**src/rtl/mem_port_arbiter.sv**
```systemverilog
// Two-requester memory port arbiter: instruction fetch vs. load/store, load/store preferred,
// with a bounded starvation streak for fetch and a per-access timeout.
module mem_port_arbiter #(
    parameter int TIMEOUT    = 15,
    parameter int STARVE_MAX = 4
) (
    input  logic        clk,
    input  logic        rst,

    input  logic        if_req,
    input  logic [31:0] if_addr,
    output logic        if_done,
    output logic        if_err,
    output logic [31:0] if_rdata,

    input  logic        ls_req,
    input  logic        ls_we,
    input  logic [31:0] ls_addr,
    input  logic [31:0] ls_wdata,
    input  logic [3:0]  ls_be,
    output logic        ls_done,
    output logic        ls_err,
    output logic [31:0] ls_rdata,

    output logic        mem_req,
    output logic        mem_we,
    output logic [31:0] mem_addr,
    output logic [31:0] mem_wdata,
    output logic [3:0]  mem_be,
    input  logic [31:0] mem_rdata,
    input  logic        mem_ready,

    output logic        busy
);

    localparam int WAIT_W = $clog2(TIMEOUT + 1);
    localparam logic [WAIT_W-1:0] WAIT_LAST = WAIT_W'(TIMEOUT - 1);
    localparam logic [2:0] STREAK_MAX = 3'(STARVE_MAX);

    typedef enum logic [1:0] {
        IDLE,
        IF_BUSY,
        LS_BUSY,
        DONE
    } state_t;

    state_t            state;
    logic [2:0]        streak;
    logic [WAIT_W-1:0] wait_cnt;
    logic              ls_wins;

    // Load/store wins a tie unless fetch has already been passed over STARVE_MAX times.
    assign ls_wins = ls_req && !(if_req && (streak == STREAK_MAX));

    // The mem_* address/data/enable outputs are themselves the capture registers,
    // so requester inputs are ignored once a grant has been made.
    always_ff @(posedge clk) begin
        if (rst) begin
            state     <= IDLE;
            streak    <= '0;
            wait_cnt  <= '0;
            mem_req   <= 1'b0;
            mem_we    <= 1'b0;
            mem_addr  <= '0;
            mem_wdata <= '0;
            mem_be    <= '0;
            busy      <= 1'b0;
            if_done   <= 1'b0;
            if_err    <= 1'b0;
            if_rdata  <= '0;
            ls_done   <= 1'b0;
            ls_err    <= 1'b0;
            ls_rdata  <= '0;
        end else begin
            if_done <= 1'b0;
            ls_done <= 1'b0;

            case (state)
                IDLE: begin
                    if (ls_wins) begin
                        state     <= LS_BUSY;
                        mem_req   <= 1'b1;
                        busy      <= 1'b1;
                        wait_cnt  <= '0;
                        mem_addr  <= ls_addr;
                        mem_we    <= ls_we;
                        mem_wdata <= ls_wdata;
                        mem_be    <= ls_be;
                        if (!if_req) begin
                            streak <= '0;
                        end else if (streak != STREAK_MAX) begin
                            streak <= streak + 3'd1;
                        end
                    end else if (if_req) begin
                        state     <= IF_BUSY;
                        mem_req   <= 1'b1;
                        busy      <= 1'b1;
                        wait_cnt  <= '0;
                        mem_addr  <= if_addr;
                        mem_we    <= 1'b0;
                        mem_wdata <= '0;
                        mem_be    <= 4'hF;
                        streak    <= '0;
                    end
                end

                IF_BUSY, LS_BUSY: begin
                    // mem_ready wins over a timeout landing in the same cycle.
                    if (mem_ready || (wait_cnt == WAIT_LAST)) begin
                        state   <= DONE;
                        mem_req <= 1'b0;
                        mem_we  <= 1'b0;
                        mem_be  <= '0;
                        if (state == LS_BUSY) begin
                            ls_done  <= 1'b1;
                            ls_err   <= !mem_ready;
                            ls_rdata <= mem_ready ? mem_rdata : 32'h0;
                        end else begin
                            if_done  <= 1'b1;
                            if_err   <= !mem_ready;
                            if_rdata <= mem_ready ? mem_rdata : 32'h0;
                        end
                    end else begin
                        wait_cnt <= wait_cnt + 1'b1;
                    end
                end

                DONE: begin
                    // Single settle cycle so a requester's stale req cannot be re-granted.
                    state <= IDLE;
                    busy  <= 1'b0;
                end

                default: begin
                    state <= IDLE;
                end
            endcase
        end
    end

endmodule

```
**config.mk**
```make
export PLATFORM = sky130hd
export DESIGN_NAME = mem_port_arbiter
export DESIGN_NICKNAME = d
export VERILOG_FILES = /design/src/rtl/mem_port_arbiter.sv
export SDC_FILE = /design/constraint.sdc
export NUM_CORES = 1
export LEC_CHECK = 0
export ABC_AREA = 0
export BUFFER_PORTS_ARGS = -buffer_cell sky130_fd_sc_hd__buf_2
export CAP_MARGIN = 15
export CELL_PAD_IN_SITES_DETAIL_PLACEMENT = 1
export CELL_PAD_IN_SITES_GLOBAL_PLACEMENT = 2
export CORE_MARGIN = 2
export CORE_UTILIZATION = 25
export DETAILED_ROUTE_END_ITERATION = 10
export GPL_TIMING_DRIVEN = 0
export PLACE_DENSITY = 0.79
export SLEW_MARGIN = 20
export SYNTH_ARGS = -nofsm -noshare
export SYNTH_HDL_FRONTEND = slang
export SYNTH_SLANG_ARGS = --single-unit
export TNS_END_PERCENT = 20
```
**constraint.sdc**
```tcl
create_clock -name clk -period 2.2 [get_ports clk]
set_clock_uncertainty 0.2 [all_clocks]
set_input_delay 0.22 -clock clk [delete_from_list [all_inputs] [get_ports clk]]
set_output_delay 0.22 -clock clk [all_outputs]
set_load 0.02 [all_outputs]
```
### Word-level counts from Yosys, hierarchy flattened

Cells that the tools add are included.

| cells by class | value |
|---|---|
| mux-type cells | 31 |
| $add $sub $neg | 2 |
| reductions and logical operators | 19 |
| bitwise operators | 3 |
| equality and inequality tests | 10 |

Operator list:

| operator | count |
|---|---|
| two-way mux 32 bit | 5 |
| two-way mux 4 bit | 6 |
| case mux 4 bit (2 select lines) | 2 |
| AND reduction 3 bit | 5 |
| two-way mux 3 bit | 4 |
| two-way mux 1 bit | 7 |
| two-way mux 2 bit | 3 |
| != test 3 bit, second input constant | 2 |
| case mux 1 bit (2 select lines) | 3 |
| case mux 2 bit (3 select lines) | 1 |
| AND reduction 2 bit | 3 |
| nonzero test 2 bit | 3 |
| adder 4 x 1 -> 4 bit, second input constant | 1 |
| equality test 2 bit, second input constant | 2 |
| equality test 4 bit, second input constant | 1 |
| != test 2 bit, second input constant | 2 |
| adder 3 x 1 -> 3 bit, second input constant | 1 |
| equality test 3 bit, second input constant | 1 |
| != test 3 x 2 -> 1 bit, second input constant | 1 |
| NOT 1 bit | 3 |
| OR reduction 3 bit | 1 |
| equality test 2 x 1 -> 1 bit, second input constant | 1 |
| logical AND 1 bit | 2 |
| logical NOT 1 bit | 2 |
| 3 further kinds | 3 |

| word-level totals | value |
|---|---|
| input port bits | 138 |
| flip-flop bits (word level) | 148 |
| word-level logic and storage cells | 80 |
| output and inout bits | 139 |

### Depth between registers and ports, before layout

Gate-level depths: netlist of run 1.

| logic depth | value |
|---|---|
| depth in word-level cells | 6 |
| depth in mapped cells | 9 |
| depth with buffers taken out | 6 |

### Least setup slack after synthesis of run 1

No wires, ideal clock.

| timing | value |
|---|---|
| path type | reg2reg |
| start point | reg state[1] |
| end point | reg if_rdata[0] |
| arrival | 1.608 ns |
| slack | 0.259 ns |
| cell stages (with the launch flop) | 10 |
| required time | 1.868 ns |
| path through | dfxtp_1 -> inv_1 -> ha_1 -> buf_4 -> inv_2 -> or3_1 -> buf_4 -> buf_6 -> nand2_1 -> a21oi_1 |

| on the way | value |
|---|---|
| longest elaborated chain between the ends | 3 |
| elaborated cells between the ends (all ways) | 5 |
| those cells by class | 2 x eq/ne; 1 x bitwise; 2 x reduce/logical |

RTL lines:

| item | RTL line | source |
|---|---|---|
| from (decl) | 47 | `state_t state;` |
| from (signal assigned) | 59 | `state <= IDLE;` |
| from (signal assigned) | 81 | `state <= LS_BUSY;` |
| from (signal assigned) | 95 | `state <= IF_BUSY;` |
| equality test 2 bit / equality test 2 x 1 -> 1 bit (equally long branches) | 78, 114 |  |
| OR reduction 2 bit / NOT 1 bit (equally long branches) | -- |  |
| AND reduction 3 bit (no line) * | -- |  |
| to (signal assigned) | 121 | `if_rdata <= mem_ready ? mem_rdata : 32'h0;` |
| to (decl) | 14 | `output logic [31:0] if_rdata,` |

Mark *: on every way between the ends. The rest lies on a longest branch, timed or not.
A chain may end at the register's enable or synchronous reset.

### Worst setup path after layout of run 1

| timing | value |
|---|---|
| start point | reg state[0] |
| end point | reg if_rdata[29] |

The elaborated chain is that of the path after synthesis.

==> impl_metrics.ini, run 1 <==
[synth]
synth-edff-count = 0
syn_nets = 870
synthArstFlopShare = 0
syn_avg_cell_area_um2 = 8.12
ys.flop_type = dfxtp_1
netlist_area_mm2 = 0.00589
yosysSeqAreaShare = 0.503
synth_warnings = 0
syn_inst = 725
ys_ff_latch = 148
synth.distinct_cells = 39

[critical_path]
reg2regPathDepth = 9
crit_chain = inv_1 > ha_1 > buf_6 > inv_2 > or3_1 > buf_4 > buf_6 > nand2_1 > a21oi_1
crit_required_ns = 2.28
max_stage_delay_ns = 0.36
crit_slowest_cell = or3_1
r2r_start = state[0]
setup.worst_path.start = state[0]
cp-endpoint = if_rdata[29]
worstSetupPathType = flip-flop to flip-flop
cp.arrival_ns = 2.15
reg2reg_to = if_rdata[29]
r2r_setup_slack_ns = 0.12
cpMostUsedCell = buf_6
worstPathMaxFanout = 10
start_kind = flip-flop
crit_path_end_kind = flip-flop

[global_routing]
gr-total-overflow = 0
grt_usage = 0.203
grt_use_met2 = 0.351
grt_max_degree = 17
grt_pass1_vias = 7306
use_met3 = 0.0570
grt_antenna_before_repair = 0
grt_pass1_wl_um = 39100
met1_usage = 0.241
grt_busiest_layer = met2

[die]
initial_utilization = 0.253
die_area_mm2 = 0.0248
die_w_um = 157
die_y_um = 157
ioPinCount = 277
fp.coreArea_mm2 = 0.0233
rows = 56

[timing]
tns_ns = 0
slew_headroom = 0.530
rsz0062_at_grt = yes
setup_viol = 0
period_needed_ns = 2.08
worst_slack_ns = 0.125
tightest_slew_ns = 0.705
fmax_mhz = 482
min_period_over_period = 0.943
hold_violations = 0
slew_viol_final = 0

[finish]
fillers = 2863
fin_cells = 1488
drive_gt1_frac = 0.311
final_common_cell = buf_2
n_antenna_cell = 0
layout_common_cells = 294 x buf_2, 169 x nand2_1, 146 x dfxtp_1
final_area_mm2 = 0.00969
area_growth_syn_to_layout_pct = 64.6
final_util = 0.417
nets = 1301

[placed_design]
dp.cells = 1318
gp_congestion = 0.772
dpl_cell_area_mm2 = 0.00766
dp_slack_ns = -0.377
portBuffers = 274
hpwl_um = 17300

[detailed_routing]
drt.antenna.violating_nets = 0
avgRoutedWirePerCell_um = 17.2
dr.pass1.iters = 4
via_per_inst = 4.68
wl_um = 25600
drtIter0Drc = 227
num_vias = 6967
drc = 0

[cts]
clock_latency_ns = 0.42
cts_inserted_buffers = 17
cts_tree = done
clock-root-buffer = clkbuf_16
cts_sinks = 148
htreeDepth = 4
clk_pin_slew_ns = 0.06
ctsLongestPathBuffers = 2

[power]
vdd.ir_drop.worst_mv = 0.517
powerDensity_mw_per_mm2 = 1150
p_leak_nw = 4.26

[run_status]
outcome = finished, final reports clean

[min_path]
hold_class = input port to flip-flop
min_from = ls_be[3]

[flow_run]
maxCapViolations = 0
[cell families after synthesis]
kind of cell,count (synthesis),synth area share
AND/OR/NAND/NOR,329,0.246
flip-flops,148,0.503
multiplexers,2,0.00340
adder cells (fa/ha/maj),7,0.0149
buffers and inverters,77,0.0629
AO/OA/AOI/OAI,162,0.170
[sequential cells by signal, summed over array words and instances (netlist names)]
name,cells
mem_req,1
streak,3
ls_rdata,32
state,2
ls_done,1
if_err,1
if_rdata,32
wait_cnt,4
busy,1
mem_be,4
mem_we,1
ls_err,1
if_done,1
mem_addr,32
mem_wdata,32
[what timing repair did]
| action | CTS | global route |
|---|---|---|
| hold buffers | 133 | 0 |
| gates resized for setup | 5 | 22 |
| setup endpoints to repair | 11 | 106 |
| buffers inserted | 0 | 5 |
| hold endpoints to repair | 133 | 0 |
| pin swaps | 0 | 1 |
[where the power goes]
part	internal [W]	leakage (nW)	switching (W)	total [W]
clock	0.00179	0.298	0.00125	0.00305
combinational	0.00164	2.75	0.00304	0.00468
sequential	0.00319	1.21	0.000263	0.00345
[worst min-delay path by stage]
| stage | to | slack [ns] | cells past startpoint |
|---|---|---|---|
| global route | mem_be[3] | 0.07 | 3 |
| CTS | mem_be[3] | 0.02 | 3 |
| finish | mem_be[3] | 0.002 | 3 |
| global placement | mem_wdata[0] | 0.24 | 2 |
| floorplan | mem_wdata[0] | 0.17 | 2 |
| detailed placement | mem_wdata[3] | 0.24 | 2 |
[cells in the mapped netlist, drive strengths merged (2+ instances only)]
| master | number | area share |
|---|---|---|
| nand2 | 171 | 0.11 |
| dfxtp | 148 | 0.50 |
| a21oi | 106 | 0.090 |
| nand3 | 69 | 0.059 |
| nor2 | 47 | 0.030 |
| buf | 35 | 0.036 |
| a311oi | 34 | 0.051 |
| clkbuf | 34 | 0.022 |
| nand4 | 33 | 0.035 |
| inv | 8 | 0.0051 |
| ha | 7 | 0.015 |
| o21ai | 7 | 0.0059 |
| a31oi | 3 | 0.0032 |
| a211o | 2 | 0.0030 |
| a211oi | 2 | 0.0047 |
| mux2i | 2 | 0.0034 |
| nand2b | 2 | 0.0021 |
| nor3 | 2 | 0.0036 |
[metrics by stage]
step	power (W)	hold slack [ns]
2_1_floorplan	0.00624	0.172
3_3_place_gp	0.00773	0.236
3_5_place_dp	0.00778	0.242
4_1_cts	0.0111	0.0174
5_1_grt	0.0119	0.0748
6_report	0.0112	0.00196
[routing by layer]
metal,share of wire,wire (um),vias to the layer above
li1,-,-,3385
met1,0.43,11100,3312
met2,0.48,12300,231
met3,0.066,1680,39
met4,0.020,523,0
met5,0,0,-
[critical path, delay by kind of cell, from the launching register on]
| kind | cells | cell delay, ns |
|---|---|---|
| buf+inv | 5 | 0.59 |
| flops | 1 | 0.35 |
| simple gates | 2 | 0.44 |
| fa+ha+maj | 1 | 0.29 |
| compound gates | 1 | 0.06 |
[final cells by class]
class	count	area [um^2]	area share
Multi-Input combinational cell	500	2580	0.267
Buffer	69	362	0.0373
Tap cell	319	399	0.0412
Inverter	8	30.0	0.00310
Clock buffer	21	470	0.0486
Sequential cell	148	2970	0.306
Clock inverter	11	140	0.0145
Timing Repair Buffer	412	2740	0.283
No activity file was read; power rests on OpenSTA's default activity.
==> run 2: changes to the inputs <==
HOLD_SLACK_MARGIN = 0.15   (was default)
==> run 2 against run 1 <==
Fmax about the same. Flip-flop and latch count did not move. Sequential share of layout area is 0.098 points lower. Clock power is essentially flat. Total power about the same. First-iteration DRC count grew 13%. Sequential power about the same. Worst hold slack gained 0.14 ns. Combinational power about the same. Via count grew 0.42%. Critical path type unchanged. Highest routed layer unchanged.
==> impl_metrics.ini, run 2 (synthesized netlist as in run 1, its figures left out) <==
[run_status]
outcome = finished, final reports clean

[finish]
area_growth_syn_to_layout_pct = 65.1
fillers = 2862
final_common_cell = buf_2
layout_common_cells = 294 x buf_2, 169 x nand2_1, 146 x dfxtp_1
final_area_mm2 = 0.00972
drive_gt1_frac = 0.310
nets = 1304
n_antenna_cell = 0
fin_cells = 1491

[critical_path]
start_kind = flip-flop
setup.worst_path.start = state[0]
cp.arrival_ns = 2.15
crit_path_end_kind = flip-flop
r2r_start = state[0]
worstSetupPathType = flip-flop to flip-flop
crit_required_ns = 2.28
worstPathMaxFanout = 10

[timing]
whs_ns = 0.147
hold_violations = 0
period_needed_ns = 2.08
fmax_mhz = 482
setup_viol = 0
worst_slack_ns = 0.125
slew_headroom = 0.529
slew_viol_final = 0
min_period_over_period = 0.943
rsz0062_at_grt = yes
tightest_slew_ns = 0.706

[min_path]
min_from = rst
hold_class = input port to flip-flop

[cts]
cts_inserted_buffers = 17
cts_tree = done
htreeDepth = 4
cts_sinks = 148
clk_pin_slew_ns = 0.06
ctsLongestPathBuffers = 2
clock_latency_ns = 0.42
clock-root-buffer = clkbuf_16

[placed_design]
dp.cells = 1318
portBuffers = 274
dp_slack_ns = -0.377
gp_congestion = 0.772
dpl_cell_area_mm2 = 0.00766
hpwl_um = 17300

[detailed_routing]
drc = 0
drt.antenna.violating_nets = 0
drtIter0Drc = 256
avgRoutedWirePerCell_um = 17.2
via_per_inst = 4.69
num_vias = 6996
dr.pass1.iters = 4
wl_um = 25600

[die]
initial_utilization = 0.253
die_w_um = 157
die_y_um = 157
fp.coreArea_mm2 = 0.0233
rows = 56
ioPinCount = 277
die_area_mm2 = 0.0248

[global_routing]
grt_max_degree = 17
use_met3 = 0.0548
grt_pass1_vias = 7359
grt_usage = 0.204
gr-total-overflow = 0
met1_usage = 0.243
grt_busiest_layer = met2
grt_pass1_wl_um = 39300
grt_antenna_before_repair = 0
grt_use_met2 = 0.353

[power]
vdd.ir_drop.worst_mv = 0.517
p_total_w = 0.0112
powerDensity_mw_per_mm2 = 1150
p_leak_nw = 4.26

[flow_run]
maxCapViolations = 0
## run 2: changes by cell type in the layout (fill, tap and decap cells not counted)
cell           before  now
clkbuf_2            8    6
o21ai_2             0    1
clkbuf_1           30   32
o21ai_1             1    0
dlygate4sd3_1     133  136
## run 2: layout make-up
type | instances | area, um^2 | area share
plain buffers | 69 | 359 | 0.0369
clock buffers | 21 | 470 | 0.0484
clock inverters | 11 | 140 | 0.0144
inverters | 8 | 30.0 | 0.00309
multi-input cells | 500 | 2590 | 0.266
flip-flops and latches | 148 | 2970 | 0.305
well taps | 319 | 399 | 0.0411
repair buffers | 415 | 2770 | 0.285
## run 2: timing repair
item | CTS | global route
hold endpoints to repair | 139 | 0
buffers inserted | 0 | 5
endpoints found under the setup margin | 11 | 107
pin swaps | 0 | 2
cloned | 0 | 0
hold buffers | 137 | 0
resized for setup | 5 | 19
## run 2: worst paths after layout
kind                  endpoint  slack (ns)  depth (start not counted)
setup / recovery  if_rdata[29]        0.12                          9
hold / removal     wait_cnt[2]        0.15                          3
setup reg to reg  if_rdata[29]        0.12                          9
hold reg to reg    ls_rdata[9]        0.25                          2
## run 2: critical path, stage by stage (launching register included)
cell and delay [ns]:
dfxtp_2 0.35, inv_1 0.06, ha_1 0.29, buf_6 0.13, inv_2 0.07, or3_1 0.36, buf_4 0.18, buf_6 0.15
nand2_1 0.08, a21oi_1 0.06
## run 2: power by group
| part | internal (W) | leakage (nW) | switching [W] |
|---|---|---|---|
| Clock | 0.00179 | 0.298 | 0.00125 |
| Sequential | 0.00319 | 1.21 | 0.000262 |
| Combinational | 0.00164 | 2.76 | 0.00304 |
## run 2: per-layer routing
metal | up-vias | wire, um
li1 | 3390 | -
met1 | 3334 | 11100
met2 | 233 | 12400
met5 | - | 0
met3 | 39 | 1650
met4 | 0 | 524
## run 2: metrics by stage
step	util	TNS, ns
6_report	0.418	0
5_1_grt	0.418	-0.00815
4_1_cts	0.415	0
3_5_place_dp	0.329	-0.925
3_3_place_gp	0.329	-0.698
2_1_floorplan	-	0
